`config.mk`:
```
export PLATFORM = sky130hd
export DESIGN_NAME = spi_ram_arbiter
export DESIGN_NICKNAME = d
export VERILOG_FILES = /design/src/rtl/spi_ram_arbiter.sv
export SDC_FILE = /design/constraint.sdc
export NUM_CORES = 1
export LEC_CHECK = 0
export CELL_PAD_IN_SITES_DETAIL_PLACEMENT = 1
export CELL_PAD_IN_SITES_GLOBAL_PLACEMENT = 1
export CORE_AREA = 2 2 89 91
export CTS_BUF_LIST = sky130_fd_sc_hd__clkbuf_8
export DETAILED_ROUTE_END_ITERATION = 12
export DIE_AREA = 0 0 91 93
export PLACE_DENSITY_LB_ADDON = 0.1
export SETUP_SLACK_MARGIN = 0.4
export SLEW_MARGIN = 20
export SYNTH_ARGS = -nofsm -noshare
export SYNTH_HDL_FRONTEND = slang
export SYNTH_SLANG_ARGS = --single-unit
```
`constraint.sdc`:
```
create_clock -name cpu_clk -period 3.6 [get_ports cpu_clk]
set_clock_uncertainty 0.15 [all_clocks]
set_input_delay 0.72 -clock cpu_clk [delete_from_list [all_inputs] [get_ports cpu_clk]]
set_output_delay 0.72 -clock cpu_clk [all_outputs]
set_load 0.05 [all_outputs]
```
`src/rtl/spi_ram_arbiter.sv`:
```
// Shares one SPI RAM between the CPU and an auxiliary byte-access port.
// The CPU owns the bus unless an aux grant is in progress. The grant is raised only after the CPU bus has been idle for long enough.
module spi_ram_arbiter #(
  parameter int MIN_GAP    = 2,
  parameter int CPU_WINDOW = 4
) (
  input  logic        cpu_clk,
  input  logic        rstn,
  input  logic        cpu_spi_select_n,
  input  logic        cpu_spi_mosi,
  input  logic        cpu_spi_clk_en,
  output logic        cpu_spi_miso,
  output logic        cpu_hold,
  input  logic        aux_req,
  input  logic        aux_we,
  input  logic [23:0] aux_addr,
  input  logic [7:0]  aux_wdata,
  output logic        aux_ack,
  output logic [7:0]  aux_rdata,
  output logic        aux_busy,
  output logic        spi_select_n,
  output logic        spi_mosi,
  output logic        spi_clk_en,
  input  logic        spi_miso
);

  typedef enum logic [2:0] {IDLE, HOLD, SHIFT, DONE, COOLDOWN} state_t;

  localparam logic [3:0] GAP_LAST  = 4'(MIN_GAP - 1);
  localparam logic [3:0] COOL_LAST = 4'(CPU_WINDOW - 1);
  localparam logic [5:0] BIT_LAST  = 6'd39;

  state_t      state_q;
  logic [3:0]  gap_q;
  logic [3:0]  cool_q;
  logic [5:0]  bit_q;
  logic [39:0] shift_q;
  logic        we_q;
  logic        cpu_hold_q;
  logic        aux_ack_q;
  logic        aux_busy_q;
  logic [7:0]  aux_rdata_q;

  always_ff @(posedge cpu_clk) begin
    if (!rstn) begin
      state_q     <= IDLE;
      gap_q       <= '0;
      cool_q      <= '0;
      bit_q       <= '0;
      shift_q     <= '0;
      we_q        <= 1'b0;
      cpu_hold_q  <= 1'b0;
      aux_ack_q   <= 1'b0;
      aux_busy_q  <= 1'b0;
      aux_rdata_q <= '0;
    end else begin
      aux_ack_q <= 1'b0;
      case (state_q)
        IDLE: begin
          if (aux_req) begin
            state_q    <= HOLD;
            cpu_hold_q <= 1'b1;
            gap_q      <= '0;
          end
        end
        HOLD: begin
          if (!aux_req) begin
            state_q    <= IDLE;
            cpu_hold_q <= 1'b0;
          end else if (!cpu_spi_select_n) begin
            gap_q <= '0;
          end else if (gap_q == GAP_LAST) begin
            state_q    <= SHIFT;
            aux_busy_q <= 1'b1;
            we_q       <= aux_we;
            bit_q      <= '0;
            shift_q    <= {(aux_we ? 8'h02 : 8'h03), aux_addr, (aux_we ? aux_wdata : 8'h00)};
          end else begin
            gap_q <= gap_q + 4'd1;
          end
        end
        SHIFT: begin
          // MISO enters at the bottom, so the last 8 bits sampled form the read byte.
          shift_q <= {shift_q[38:0], spi_miso};
          bit_q   <= bit_q + 6'd1;
          if (bit_q == BIT_LAST) begin
            state_q   <= DONE;
            aux_ack_q <= 1'b1;
            if (!we_q)
              aux_rdata_q <= {shift_q[6:0], spi_miso};
          end
        end
        DONE: begin
          state_q    <= COOLDOWN;
          cpu_hold_q <= 1'b0;
          aux_busy_q <= 1'b0;
          cool_q     <= '0;
        end
        COOLDOWN: begin
          // The last window cycle acts as IDLE, so a waiting requester re-holds the CPU after exactly CPU_WINDOW free cycles.
          if (cool_q == COOL_LAST) begin
            if (aux_req) begin
              state_q    <= HOLD;
              cpu_hold_q <= 1'b1;
              gap_q      <= '0;
            end else begin
              state_q <= IDLE;
            end
          end else begin
            cool_q <= cool_q + 4'd1;
          end
        end
        default: state_q <= IDLE;
      endcase
    end
  end

  always_comb begin
    spi_select_n = cpu_spi_select_n;
    spi_mosi     = cpu_spi_mosi;
    spi_clk_en   = cpu_spi_clk_en;
    if (state_q == SHIFT) begin
      spi_select_n = 1'b0;
      spi_mosi     = shift_q[39];
      spi_clk_en   = 1'b1;
    end else if (state_q == DONE) begin
      spi_select_n = 1'b1;
      spi_mosi     = 1'b0;
      spi_clk_en   = 1'b0;
    end
  end

  assign cpu_spi_miso = spi_miso;
  assign cpu_hold     = cpu_hold_q;
  assign aux_ack      = aux_ack_q;
  assign aux_busy     = aux_busy_q;
  assign aux_rdata    = aux_rdata_q;

endmodule

```
======== Word-level counts from Yosys, hierarchy flattened ========
Index checks and enable logic that the tools add are counted.
word-level totals
  flip-flop bits (word level) ............. 69
  latch bits .............................. 0
  bits in writable memories ............... 0
  bits in read-only memories .............. 0
  input port bits ......................... 40
  output and inout port bits .............. 15
  word-level logic and storage cells ...... 88
  memories kept ........................... 0
operators by class
  add/sub/neg operators ................... 3
  $mul .................................... 0
  div/mod/pow operators ................... 0
  order comparisons ....................... 0
  equal/unequal tests ..................... 18
  shift-type cells ........................ 0
  muxes and demuxes ....................... 41
  bitwise logic cells ..................... 1
  reduce and logical (&&, ||, !) cells .... 15
operators with widths
  operator                                       number
  2-to-1 mux 40 bit                              3
  case mux 40 bit (2 select lines)               1
  2-to-1 mux 4 bit                               6
  2-to-1 mux 3 bit                               6
  2-to-1 mux 6 bit                               3
  != test 2 bit, second input constant           8
  AND reduction 4 bit                            4
  2-to-1 mux 1 bit                               15
  case mux 3 bit (5 select lines)                1
  case mux 4 bit (3 select lines)                1
  case mux 6 bit (2 select lines)                1
  != test 3 bit, second input constant           3
  adder 4 x 1 -> 4 bit, second input constant    2
  2-to-1 mux 8 bit                               1
  case mux 4 bit (2 select lines)                1
  adder 6 x 1 -> 6 bit, second input constant    1
  == test 3 x 2 -> 1 bit, second input constant  2
  == test 6 bit, second input constant           1
  AND reduction 3 bit                            2
  nonzero test 2 bit                             3
  AND reduction 5 bit                            1
  == test 4 x 1 -> 1 bit, second input constant  1
  == test 4 x 2 -> 1 bit, second input constant  1
  case mux 1 bit (4 select lines)                1
  8 further kinds                                9

======== Logic depth before layout (Yosys ltp) ========
Gate-level depths: netlist of run 1.
  depth in word-level cells ............... 5
  depth in mapped cells ................... 9
  depth with buffers taken out ............ 6

======== Worst setup path before layout of run 1 ========
OpenSTA, ideal clock, no wires.
  kind .................................... reg-to-output
  from .................................... register state_q[0]
  to ...................................... output spi_mosi
  arrival ................................. 1.835 ns
  required time ........................... 2.730 ns
  path slack .............................. 0.895 ns
  cell stages (with the launch flop) ...... 5
  path buffers ............................ 2
  cell sequence ........................... dfxtp_1 buf_6 clkbuf_1 nand2b_1 o21ai_0
between the ends
  cells in the longest elaborated chain, start to end .. 3
  elaborated cells between the ends (all ways) .. 4
  classes of those cells .................. eq/ne: 2; mux: 2
RTL lines
  what                    RTL line  source
  from (decl)             33        state_t state_q;
  from (signal assigned)  46        state_q <= IDLE;
  from (signal assigned)  61        state_q <= HOLD;
  from (signal assigned)  68        state_q <= IDLE;
  == test 3 x 2 -> 1 bit  126       end else if (state_q == DONE) begin
  2-to-1 mux 1 bit        126
  2-to-1 mux 1 bit *      122       if (state_q == SHIFT) begin
  to (decl)               22        output logic spi_mosi,
Every way passes the cells marked *; elsewhere a longest branch is shown, timed or not.

======== Worst setup path after layout of run 1 ========
  from .................................... input spi_miso
  to ...................................... output cpu_spi_miso
RTL lines
  what         RTL line  source
  from (decl)  24        input logic spi_miso
  to (decl)    12        output logic cpu_spi_miso,
No word-level cell between the ends.

==> qor.yml, run 1 <==
floorplanning:
  die_height_microns: 93
  row_count: 32
  die_area_sq_um: 8460
  die_span_x_microns: 91
  design.core.area_sq_um: 7530
  num_io_pins: 55
  initial_utilization_pct: 39.2
critical_path:
  type_of_the_setup_path_with_the_least_slack: "in -> out"
  critical-path-top-cell-by-count: "sky130_fd_sc_hd__clkdlybuf4s50_1"
  critPathBufInv: 2
  critical_path.slowest_cell: "sky130_fd_sc_hd__clkdlybuf4s50_1"
  path_cells: "clkdlybuf4s50_1, clkdlybuf4s50_1"
  startpoint: "spi_miso"
  timing.critical_path.to_type: "primary output"
  timing.critical_path.slowest_cell_delay_ps: 810
  critical_path.startpoint_type: "input port"
  timing.critical_path.required_ps: 2730
  worst_r2r_startpoint: "state_q[1]$_SDFFE_PN0P_"
  critical_path.top_delay_family: "buffers and inverters"
  arrival_ps: 2030
  path_max_fanout: 3
synthesis:
  ys_top_cells_by_area: "sky130_fd_sc_hd__dfxtp_1 (47%), sky130_fd_sc_hd__nor2_1 (8.9%), sky130_fd_sc_hd__o221ai_1 (7.1%)"
  yosysTopAreaCellShare_pct: 46.9
  yosys_most_used_dff: "sky130_fd_sc_hd__dfxtp_1"
  unique_masters_post_synth: 44
  yosysTopAreaCell: "sky130_fd_sc_hd__dfxtp_1"
  postSynthCellCount: 345
  synth_nets: 389
  synth.yosys.seq_area_share_pct: 46.9
  post_synth_top_cells: "sky130_fd_sc_hd__nor2_1 (70), sky130_fd_sc_hd__dfxtp_1 (69), sky130_fd_sc_hd__nand2_1 (25)"
  synth_enable_flop_cells: 0
  syn-cell-area_sq_um: 2950
  synth-async-reset-ratio_pct: 0
  post_synth.cell_area_avg_sq_um: 8.54
  synth.yosys.warnings: 0
  most_common_cell_in_the_synthesized_netlist: "sky130_fd_sc_hd__nor2_1"
  synth_seq_cells: 69
clocking:
  worst_skew_pair.late_latency_ps: 340
  path_clk_slew_ps: 70
  h-tree-depth: 3
  post_cts_resized: 0
  tritoncts_clock_tree: "done"
  cts_root_buffer: "sky130_fd_sc_hd__clkbuf_8"
  cts_made_buffers: 9
  numClockSinks: 69
  post_cts.repair.setup_buffers: 0
  worst_case_clock_buffer_depth: 2
  cts_hold_repair.buffers: 0
cells_and_area:
  areaGrowthSynthToFinish_pct: 27.0
  register_area_sq_um: 1380
  insertedDiodeCount: 0
  design_area_sq_um: 3740
  ratio_of_cells_with_drive_above_1_in_the_final_layout_pct: 8.14
  layout.filler_cells: 910
  area_occupied_by_multi_input_gates_sq_um: 1400
  design.final.nets: 433
run:
  max-cap-violations: 0
global_route:
  grt_first_pass_wirelength_microns: 12500
  grtUsageTotal_pct: 18.4
  overflow: 0
  grt_antenna_before_repair: 0
  grt_pass1_vias: 2678
  grt_max_degree: 37
power:
  netSwitchingPower_uw: 351
  power_per_cell_area_nw_per_um2: 423
  p_clk_share_pct: 43.6
  sw_frac_of_total_pct: 22.2
  combinationalPowerShare_pct: 7.6
  seqPwrFrac_pct: 48.8
  ir_worst_vdd_mv: 0.230
  power.static_leakage_nw: 1.33
  cell_internal_pwr_mw: 1.23
worst_hold_path:
  worst_hold_startpoint: "shift_q[27]$_SDFFE_PN0P_"
  holdCritPathClass: "reg -> reg"
place:
  place.port_buffers: 54
  post_dp_cell_area_sq_um: 3520
  globalplace.congestion: 0.771
  detailedPlacementHpwl_microns: 5070
timing:
  achievable-frequency_ghz: 0.345
  report.final.setup_viol: 0
  setup_total_negative_slack_ps: 0
  final_period_minus_worst_setup_slack_ps: 2900
  slew_headroom_pct: 53.6
  layout_worst_path_cycle_share_pct: 80.5
  hold_violations: 0
  max_slew.worst_pin.slew_ps: 692
  setup_repair_after_global_routing_missed_its_margin: "false"
  maxSlewViolCount: 0
route:
  detail_route.drc_violations: 0
  drt-vias-per-instance: 5.47
  drt_pass1_iterations: 4
  vias: 2710
  totalWireLength_microns: 7500
  dr.first_iter.drc_count: 109
  routed_wire_length_per_instance_microns: 15.2
  antenna_left: 0
status:
  outcome: "complete, no violations"
==> routing by layer <==
| layer | vias to the layer above | part of all wire [%] | global-route usage, % |
|---|---|---|---|
| met2 | 47 | 49 | 32.3 |
| met3 | 10 | 4.0 | 4.19 |
| li1 | 1328 | - | - |
| met1 | 1325 | 45 | 21.7 |
| met5 | - | 0 | 0 |
| met4 | 0 | 1.7 | 7.58 |
==> flip-flops by register name, indices dropped and copies added (netlist names) <==
signal     flops
shift_q       40
aux_rdata      8
bit_q          6
cool_q         4
gap_q          4
state_q        3
aux_ack        1
aux_busy       1
cpu_hold       1
we_q           1
==> layout by cell type, fill, tap and decap left out, drive strengths merged, types with 4 or more instances in the layout <==
| master | netlist | final |
|---|---|---|
| clkbuf | 7 | 10 |
| o21ai | 18 | 18 |
| or3 | 6 | 6 |
| dfxtp | 69 | 69 |
| nand3 | 15 | 15 |
| o22ai | 10 | 10 |
| nor3 | 9 | 9 |
| buf | 22 | 9 |
| nor3b | 5 | 5 |
| o221ai | 24 | 24 |
| nand2 | 25 | 25 |
| ha | 4 | 4 |
| inv | 5 | 6 |
| a22oi | 6 | 6 |
| nor2 | 70 | 70 |
| a21oi | 15 | 15 |
| clkdlybuf4s50 | 0 | 50 |
==> power by group through the flow <==
stage               combinational (mW)  sequential, mW  clock [mW]
floorplan                       0.0564           0.792           0
global placement                 0.119           0.790           0
detailed placement               0.121           0.790           0
CTS                              0.122           0.772       0.711
global route                     0.130           0.773       0.735
finish                           0.120           0.772       0.689
==> logic make-up (layout without fill, tap and decap cells) <==
| group | Yosys count | in the layout | share of synthesized area [%] |
|---|---|---|---|
| buffers and inverters | 34 | 82 | 5.73 |
| XOR/XNOR | 3 | 3 | 1.15 |
| AND/OR/NAND/NOR | 150 | 150 | 24.7 |
| flip-flops | 69 | 69 | 46.9 |
| adder cells (fa/ha/maj) | 4 | 4 | 1.70 |
| AO/OA/AOI/OAI | 85 | 85 | 19.9 |
==> stage by stage <==
step	setup WS, ps	hold WS (ps)	utilization (%)	std cells	power (mW)
after floorplan	895	278	-	345	0.849
after global placement	473	296	46.8	480	0.909
after detailed placement	466	315	46.8	480	0.911
after CTS	459	333	49.6	495	1.60
after global routing	641	351	49.7	495	1.64
final	701	322	49.7	495	1.58
==> final cells by class <==
class,count,share of cell area [%]
clock buffers,10,3.68
clock inverters,5,2.04
inverters,5,0.502
multi-input cells,242,37.3
flip-flops and latches,69,36.9
well taps,102,3.41
repair buffers,62,16.1
==> path summary, 6_finish.rpt <==
check	to	slack, ps	depth (start not counted)
worst max register to register	aux_rdata[2]$_SDFFE_PN0P_	1430	5
worst max-delay path	cpu_spi_miso	700	2
worst min register to register	shift_q[27]$_SDFFE_PN0P_	320	2
worst min-delay path	shift_q[27]$_SDFFE_PN0P_	320	2
Note: power is estimated with default switching activity, not from simulation.
==> inputs of run 2 (changes only) <==
==> constraint.sdc (replaced) <==
create_clock -name cpu_clk -period 2.9 [get_ports cpu_clk]
set_clock_uncertainty 0.15 [all_clocks]
set_input_delay 0.58 -clock cpu_clk [delete_from_list [all_inputs] [get_ports cpu_clk]]
set_output_delay 0.58 -clock cpu_clk [all_outputs]
set_load 0.05 [all_outputs]
==> run 2 against run 1 <==
Effect of this change:
- sequential power increased by 25%
- largest cell class unchanged
- final area fell by 0.30%
- critical path depth rose by 3
- setup slack lost 110 ps
==> qor.yml, run 2 (synthesis gave the netlist of run 1 again) <==
floorplanning:
  num_io_pins: 55  # unchanged
  die_height_microns: 93  # unchanged
  initial_utilization_pct: 39.2  # unchanged
  die_span_x_microns: 91  # unchanged
  row_count: 32  # unchanged
  design.core.area_sq_um: 7530  # unchanged
  die_area_sq_um: 8460  # unchanged
place:
  detailedPlace.worstSlack_ps: 386  # was 466 ps
  detailedPlacementHpwl_microns: 4980  # was 5070 microns
  globalplace.congestion: 0.787  # was 0.771
  place.port_buffers: 54  # unchanged
run:
  max-cap-violations: 0  # unchanged
critical_path:
  reg2reg_setup_slack_ps: 760  # was 1430 ps
  arrival_ps: 1580  # was 2030 ps
  worst_r2r_startpoint: "cool_q[0]$_SDFFE_PN0P_"  # was state_q[1]$_SDFFE_PN0P_
  timing.critical_path.to_type: "primary output"  # unchanged
  path_max_fanout: 12  # was 3
  timing.reg2reg.worst_path_depth: 5  # unchanged
  timing.critical_path.required_ps: 2170  # was 2730 ps
  rr_endpoint: "gap_q[3]$_SDFFE_PN0P_"  # was aux_rdata[2]$_SDFFE_PN0P_
  type_of_the_setup_path_with_the_least_slack: "reg -> out"  # was in -> out
  critical_path.startpoint_type: "flop"  # was input port
timing:
  maxSlewViolCount: 0  # unchanged
  min_setup_slack_post_route_ps: 592  # was 701 ps
  report.final.setup_viol: 0  # unchanged
  hold_ws_ps: 320  # was 322 ps
  slew_headroom_pct: 58.2  # was 53.6%
  achievable-frequency_ghz: 0.433
  setup_total_negative_slack_ps: 0  # unchanged
  max_slew.worst_pin.slew_ps: 624  # was 692 ps
  final_period_minus_worst_setup_slack_ps: 2310
  hold_violations: 0  # unchanged
  layout_worst_path_cycle_share_pct: 79.6
  setup_repair_after_global_routing_missed_its_margin: "false"  # unchanged
global_route:
  grt_max_degree: 37  # unchanged
  grt_first_pass_wirelength_microns: 12200  # was 12,500 microns
  grtUsageTotal_pct: 17.9  # was 18.4%
  grt_antenna_before_repair: 0  # unchanged
  overflow: 0  # unchanged
  grt_pass1_vias: 2593  # was 2,678
route:
  drt_pass1_iterations: 4  # unchanged
  vias: 2664  # was 2,710
  detail_route.drc_violations: 0  # unchanged
  routed_wire_length_per_instance_microns: 14.7  # was 15.2 microns
  antenna_left: 0  # unchanged
  drt-vias-per-instance: 5.37  # was 5.47
  totalWireLength_microns: 7310  # was 7500 microns
  dr.first_iter.drc_count: 69  # was 109
cells_and_area:
  register_area_sq_um: 1380  # about the same
  design.final.nets: 433  # unchanged
  area_occupied_by_multi_input_gates_sq_um: 1400  # unchanged
  leading_cell_types_in_the_layout_fill_and_taps_excluded: "sky130_fd_sc_hd__nor2_1 (70), sky130_fd_sc_hd__dfxtp_1 (67), sky130_fd_sc_hd__clkdlybuf4s50_1 (49), sky130_fd_sc_hd__nand2_1 (25), sky130_fd_sc_hd__o221ai_1 (24)"  # was sky130_fd_sc_hd__nor2_1 (70), sky130_fd_sc_hd__dfxtp_1 (69), sky130_fd_sc_hd__clkdlybuf4s50_1 (50), sky130_fd_sc_hd__nand2_1 (25), sky130_fd_sc_hd__o221ai_1 (24)
  layout.cells.most_common: "sky130_fd_sc_hd__nor2_1"  # unchanged
  ratio_of_cells_with_drive_above_1_in_the_final_layout_pct: 9.64  # was 8.14%
  max_flop_register: "shift_q"  # unchanged
  layout.filler_cells: 917  # was 910
  areaGrowthSynthToFinish_pct: 26.6  # was 27.0%
  largest_reg_flops: 40  # unchanged
  utilization_pct: 49.6  # was 49.7%
  insertedDiodeCount: 0  # unchanged
clocking:
  cts_made_buffers: 9  # unchanged
  worst_case_clock_buffer_depth: 2  # unchanged
  path_clk_slew_ps: 70  # about the same
  h-tree-depth: 3  # unchanged
  cts_root_buffer: "sky130_fd_sc_hd__clkbuf_8"  # unchanged
  post_cts.repair.setup_buffers: 0  # unchanged
  numClockSinks: 69  # unchanged
  worst_skew_pair.late_latency_ps: 340  # about the same
  tritoncts_clock_tree: "done"  # unchanged
power:
  fin_total_pwr_mw: 1.88  # was 1.58 mW
  power.static_leakage_nw: 1.31  # was 1.33 nW
  power_per_cell_area_nw_per_um2: 504  # was 423 nW/um^2
  ir_worst_vdd_mv: 0.306  # was 0.230 mV
worst_hold_path:
  timing.hold.worst_endpoint: "aux_rdata[1]$_SDFFE_PN0P_"  # was shift_q[27]$_SDFFE_PN0P_
  holdCritPathClass: "reg -> reg"  # unchanged
  min_path_cells: 2  # unchanged
  worst_hold_startpoint: "aux_rdata[1]$_SDFFE_PN0P_"  # was shift_q[27]$_SDFFE_PN0P_
status:
  outcome: "complete, no violations"  # unchanged
-- run 2: cell count changes in the layout (fill, tap and decap cells not counted), moves of 2 or more --
cell / delta
sky130_fd_sc_hd__dfxtp_1: -2
sky130_fd_sc_hd__buf_4: +2
sky130_fd_sc_hd__dfxtp_2: +2
sky130_fd_sc_hd__dlymetal6s2s_1: -3
sky130_fd_sc_hd__buf_12: +2
-- run 2: metrics by stage --
stage	instance area, sq um	cells
floorplan	2950	345
global placement	3540	480
finish	3730	496
CTS	3730	496
detailed placement	3540	480
global route	3730	496
-- run 2: how the worst max path moves through the flow --
stage	from	end	cells after the start	slack [ps]
finish	state_q[2]$_SDFFE_PN0P_	spi_mosi	5	590
CTS	state_q[1]$_SDFFE_PN0P_	spi_clk_en	4	450
floorplan	state_q[1]$_SDFFE_PN0P_	spi_clk_en	6	610
global route	state_q[2]$_SDFFE_PN0P_	spi_mosi	5	460
global placement	cpu_spi_select_n	bit_q[5]$_SDFFE_PN0P_	6	450
detailed placement	cpu_spi_select_n	bit_q[4]$_SDFFE_PN0P_	6	390
-- run 2: where the power goes --
group | total [mW] | switching (mW) | internal, mW
Combinational | 0.145 | 0.0686 | 0.0765
Clock | 0.770 | 0.358 | 0.412
Sequential | 0.964 | 0.00983 | 0.954
Total | 1.88 | 0.437 | 1.44
-- run 2: cell type report --
| type | instances | share of cell area (%) |
|---|---|---|
| tap | 102 | 3.42 |
| clock buffer | 10 | 3.69 |
| timing repair buffer | 62 | 16.4 |
| multi-input combinational | 242 | 37.5 |
| inverter | 5 | 0.503 |
| sequential | 69 | 37.1 |
| clock inverter | 6 | 1.48 |
-- run 2: worst max-delay path, cell delays in order, from the launching register on --
cell                      delay [ps]
sky130_fd_sc_hd__dfxtp_1         550
sky130_fd_sc_hd__inv_1           190
sky130_fd_sc_hd__nand2_1         160
sky130_fd_sc_hd__nand2_1          60
sky130_fd_sc_hd__o21ai_1          70
sky130_fd_sc_hd__buf_4           210
-- run 2: routing by layer --
layer  vias to the layer above  routed length (microns)  GRT usage (%)
met4                         0                       61           4.55
li1                       1341                        -              -
met1                      1278                     3370           22.6
met3                         6                      264           5.16
met2                        39                     3610           30.1
met5                         -                        0              0
-- run 2: repair_timing --
action / CTS / global route
endpoints found under the setup margin: 0 / 2
resized for setup: 0 / 2
hold buffers: 0 / 0
hold endpoints to repair: 0 / 0
==> inputs of run 3 (changes only) <==
--- a/config.mk
+++ b/config.mk
@@ -7,10 +7,10 @@
 export LEC_CHECK = 0
 export CELL_PAD_IN_SITES_DETAIL_PLACEMENT = 1
 export CELL_PAD_IN_SITES_GLOBAL_PLACEMENT = 1
-export CORE_AREA = 2 2 89 91
+export CORE_AREA = 2 2 94 96
 export CTS_BUF_LIST = sky130_fd_sc_hd__clkbuf_8
 export DETAILED_ROUTE_END_ITERATION = 12
-export DIE_AREA = 0 0 91 93
+export DIE_AREA = 0 0 96 98
 export PLACE_DENSITY_LB_ADDON = 0.1
 export SETUP_SLACK_MARGIN = 0.4
 export SLEW_MARGIN = 20
==> constraint.sdc (replaced) <==
create_clock -name cpu_clk -period 2 [get_ports cpu_clk]
set_clock_uncertainty 0.15 [all_clocks]
set_input_delay 0.4 -clock cpu_clk [delete_from_list [all_inputs] [get_ports cpu_clk]]
set_output_delay 0.4 -clock cpu_clk [all_outputs]
set_load 0.05 [all_outputs]
==> run 3 against run 2 <==
Effect of this change:
- setup slack lost 520 ps
- count of clock-buffer cells in the layout shrank 1
- core utilization grew 7.5 points
- first-iteration DRC count grew 16%
- cell count grew 11%
- final area grew 29%
- register-to-register slack lost 590 ps
- non-clock buffer count grew 49
- sequential power grew 44%
- clock power grew 62%
- sequential cell count is the same
- power grew 57%
==> qor.yml, run 3 (synthesis gave the netlist of run 1 again) <==
route:
  drt-vias-per-instance: 5.44  # was 5.37
  antenna_left: 0  # unchanged
  vias: 3005  # was 2,664
  dr.first_iter.drc_count: 80  # was 69
  detail_route.drc_violations: 0  # unchanged
  drt_pass1_iterations: 4  # unchanged
  totalWireLength_microns: 9840  # was 7310 microns
  routed_wire_length_per_instance_microns: 17.8  # was 14.7 microns
floorplanning:
  design.core.area_sq_um: 8470  # was 7530 sq um
  initial_utilization_pct: 34.8  # was 39.2%
  die_area_sq_um: 9410  # was 8460 sq um
  die_span_x_microns: 96  # was 91 microns
  row_count: 34  # was 32
  die_height_microns: 98  # was 93 microns
  num_io_pins: 55  # unchanged
timing:
  final_period_minus_worst_setup_slack_ps: 1930
  setup_total_negative_slack_ps: 0  # unchanged
  hold_violations: 0  # unchanged
  setup_repair_after_global_routing_missed_its_margin: "true"  # was false
  layout_worst_path_cycle_share_pct: 96.4
  report.final.setup_viol: 0  # unchanged
  max_slew.worst_pin.slew_ps: 576  # was 624 ps
  slew_headroom_pct: 61.6  # was 58.2%
  achievable-frequency_ghz: 0.519
  maxSlewViolCount: 0  # unchanged
worst_hold_path:
  worst_hold_startpoint: "aux_rdata[3]$_SDFFE_PN0P_"  # was aux_rdata[1]$_SDFFE_PN0P_
  holdCritPathClass: "reg -> reg"  # unchanged
place:
  post_dp_cell_area_sq_um: 3770  # was 3540 sq um
  globalplace.congestion: 0.801  # was 0.787
  detailedPlacementHpwl_microns: 5390  # was 4980 microns
  place_inst: 501  # was 480
  place.port_buffers: 54  # unchanged
clocking:
  path_clk_slew_ps: 80  # was 70 ps
  cts_root_buffer: "sky130_fd_sc_hd__clkbuf_8"  # unchanged
  cts_made_buffers: 9  # unchanged
  numClockSinks: 69  # unchanged
  cts_hold_repair.buffers: 0  # unchanged
  worst_skew_pair.late_latency_ps: 350  # was 340 ps
  h-tree-depth: 3  # unchanged
  tritoncts_clock_tree: "done"  # unchanged
  worst_case_clock_buffer_depth: 2  # unchanged
global_route:
  grt_pass1_vias: 2796  # was 2,593
  grt_max_degree: 37  # unchanged
  grt_antenna_before_repair: 0  # unchanged
  grtUsageTotal_pct: 18.0  # was 17.9%
  use_met3_pct: 4.40  # was 5.16%
  grt_first_pass_wirelength_microns: 13400  # was 12,200 microns
  groute.layer.met1.usage_pct: 23.5  # was 22.6%
  overflow: 0  # unchanged
  met2_usage_pct: 28.7  # was 30.1%
  grt-busiest-layer: "met2"  # unchanged
cells_and_area:
  design_area_sq_um: 4830  # was 3730 sq um
  layout.cells.non_filler: 552  # was 496
  areaGrowthSynthToFinish_pct: 63.9  # was 26.6%
  layout.cells.most_common: "sky130_fd_sc_hd__nor2_1"  # unchanged
  max_flop_register: "shift_q"  # unchanged
  insertedDiodeCount: 0  # unchanged
  leading_cell_types_in_the_layout_fill_and_taps_excluded: "sky130_fd_sc_hd__nor2_1 (70), sky130_fd_sc_hd__dfxtp_1 (60), sky130_fd_sc_hd__buf_4 (46), sky130_fd_sc_hd__clkdlybuf4s50_1 (36), sky130_fd_sc_hd__o221ai_2 (21)"  # was sky130_fd_sc_hd__nor2_1 (70), sky130_fd_sc_hd__dfxtp_1 (67), sky130_fd_sc_hd__clkdlybuf4s50_1 (49), sky130_fd_sc_hd__nand2_1 (25), sky130_fd_sc_hd__o221ai_1 (24)
  utilization_pct: 57.1  # was 49.6%
  ratio_of_cells_with_drive_above_1_in_the_final_layout_pct: 39.4  # was 9.64%
  design.final.nets: 484  # was 433
  largest_reg_flops: 40  # unchanged
critical_path:
  worst_r2r_startpoint: "state_q[1]$_SDFFE_PN0P_"  # was cool_q[0]$_SDFFE_PN0P_
  path_cells: "inv_4, or3_4, nand2_8, buf_12"  # was inv_1, nand2_1, nand2_1, o21ai_1, buf_4
  timing.critical_path.slowest_cell_delay_ps: 400  # was 550 ps
  critPathBufInv: 2  # unchanged
  critical_path.startpoint_type: "flop"  # unchanged
  critical_path.top_delay_family: "simple AND/OR/NAND/NOR gates"  # was flip-flops
  path_max_fanout: 4  # was 12
  type_of_the_setup_path_with_the_least_slack: "reg -> out"  # unchanged
  arrival_ps: 1380  # was 1580 ps
  critical_path.slowest_cell: "sky130_fd_sc_hd__or3_4"  # was sky130_fd_sc_hd__dfxtp_1
  timing.critical_path.required_ps: 1450  # was 2170 ps
  timing.critical_path.to_type: "primary output"  # unchanged
  startpoint: "state_q[1]$_SDFFE_PN0P_"  # was state_q[2]$_SDFFE_PN0P_
power:
  power_per_cell_area_nw_per_um2: 612  # was 504 nW/um^2
  power.static_leakage_nw: 1.74  # was 1.31 nW
  ir_worst_vdd_mv: 0.255  # was 0.306 mV
  fin_total_pwr_mw: 2.96  # was 1.88 mW
run:
  max-cap-violations: 0  # unchanged
status:
  outcome: "complete, no violations"  # unchanged
==> run 3: cell count changes in the layout (fill, tap and decap cells not counted), moves of 10 or more <==
cell and delta:
sky130_fd_sc_hd__buf_4 +36, sky130_fd_sc_hd__o221ai_1 -22, sky130_fd_sc_hd__o221ai_2 +21, sky130_fd_sc_hd__clkdlybuf4s50_1 -13, sky130_fd_sc_hd__buf_6 +10
==> run 3: what timing repair did <==
item	4_1_cts	5_1_grt
endpoints found under the setup margin	70	68
pin swaps	12	22
setup buffers	12	15
gates cloned	1	8
resized for setup	30	72
endpoints found under the hold margin	0	0
==> run 3: layer usage <==
layer | share of wire, % | wire (microns) | vias to the layer above
met2 | 51 | 5010 | 56
met1 | 44 | 4330 | 1484
met4 | 1.2 | 116 | 0
met3 | 3.8 | 375 | 11
met5 | 0 | 0 | -
li1 | - | - | 1454
==> run 3: per-stage QoR <==
step	worst slack [ps]	hold slack (ps)
floorplan	279	278
global placement	-147	301
detailed placement	-197	307
CTS	64.8	331
global route	30.0	368
finish	72.7	328
==> run 3: final cells by class <==
| type | instances | area, sq um |
|---|---|---|
| sequential | 69 | 1410 |
| tap | 108 | 135 |
| multi-input combinational | 244 | 1890 |
| inverter | 5 | 21.3 |
| fill | 914 | 3630 |
| clock buffer | 9 | 124 |
| timing repair buffer | 111 | 1160 |
| clock inverter | 6 | 87.6 |
==> run 3: worst paths after layout <==
check                              end  slack, ps  cells past startpoint
max                         spi_clk_en         70                      4
min          aux_rdata[3]$_SDFFE_PN0P_        330                      2
max reg2reg   shift_q[29]$_SDFFE_PN0P_        170                      7
min reg2reg  aux_rdata[3]$_SDFFE_PN0P_        330                      2
==> run 3: worst register-to-register path: stages, from the launching register on <==
cell	delay, ps
sky130_fd_sc_hd__dfxtp_4	370
sky130_fd_sc_hd__buf_4	140
sky130_fd_sc_hd__and4bb_4	360
sky130_fd_sc_hd__buf_12	130
sky130_fd_sc_hd__nand2_8	90
sky130_fd_sc_hd__buf_4	220
sky130_fd_sc_hd__o221ai_2	170
sky130_fd_sc_hd__nor2_1	70
==> run 3: power breakdown <==
group	internal, mW	total [mW]	switching [mW]
clock	0.697	1.25	0.553
sequential	1.38	1.39	0.0113
combinational	0.170	0.319	0.149
total	2.24	2.96	0.714
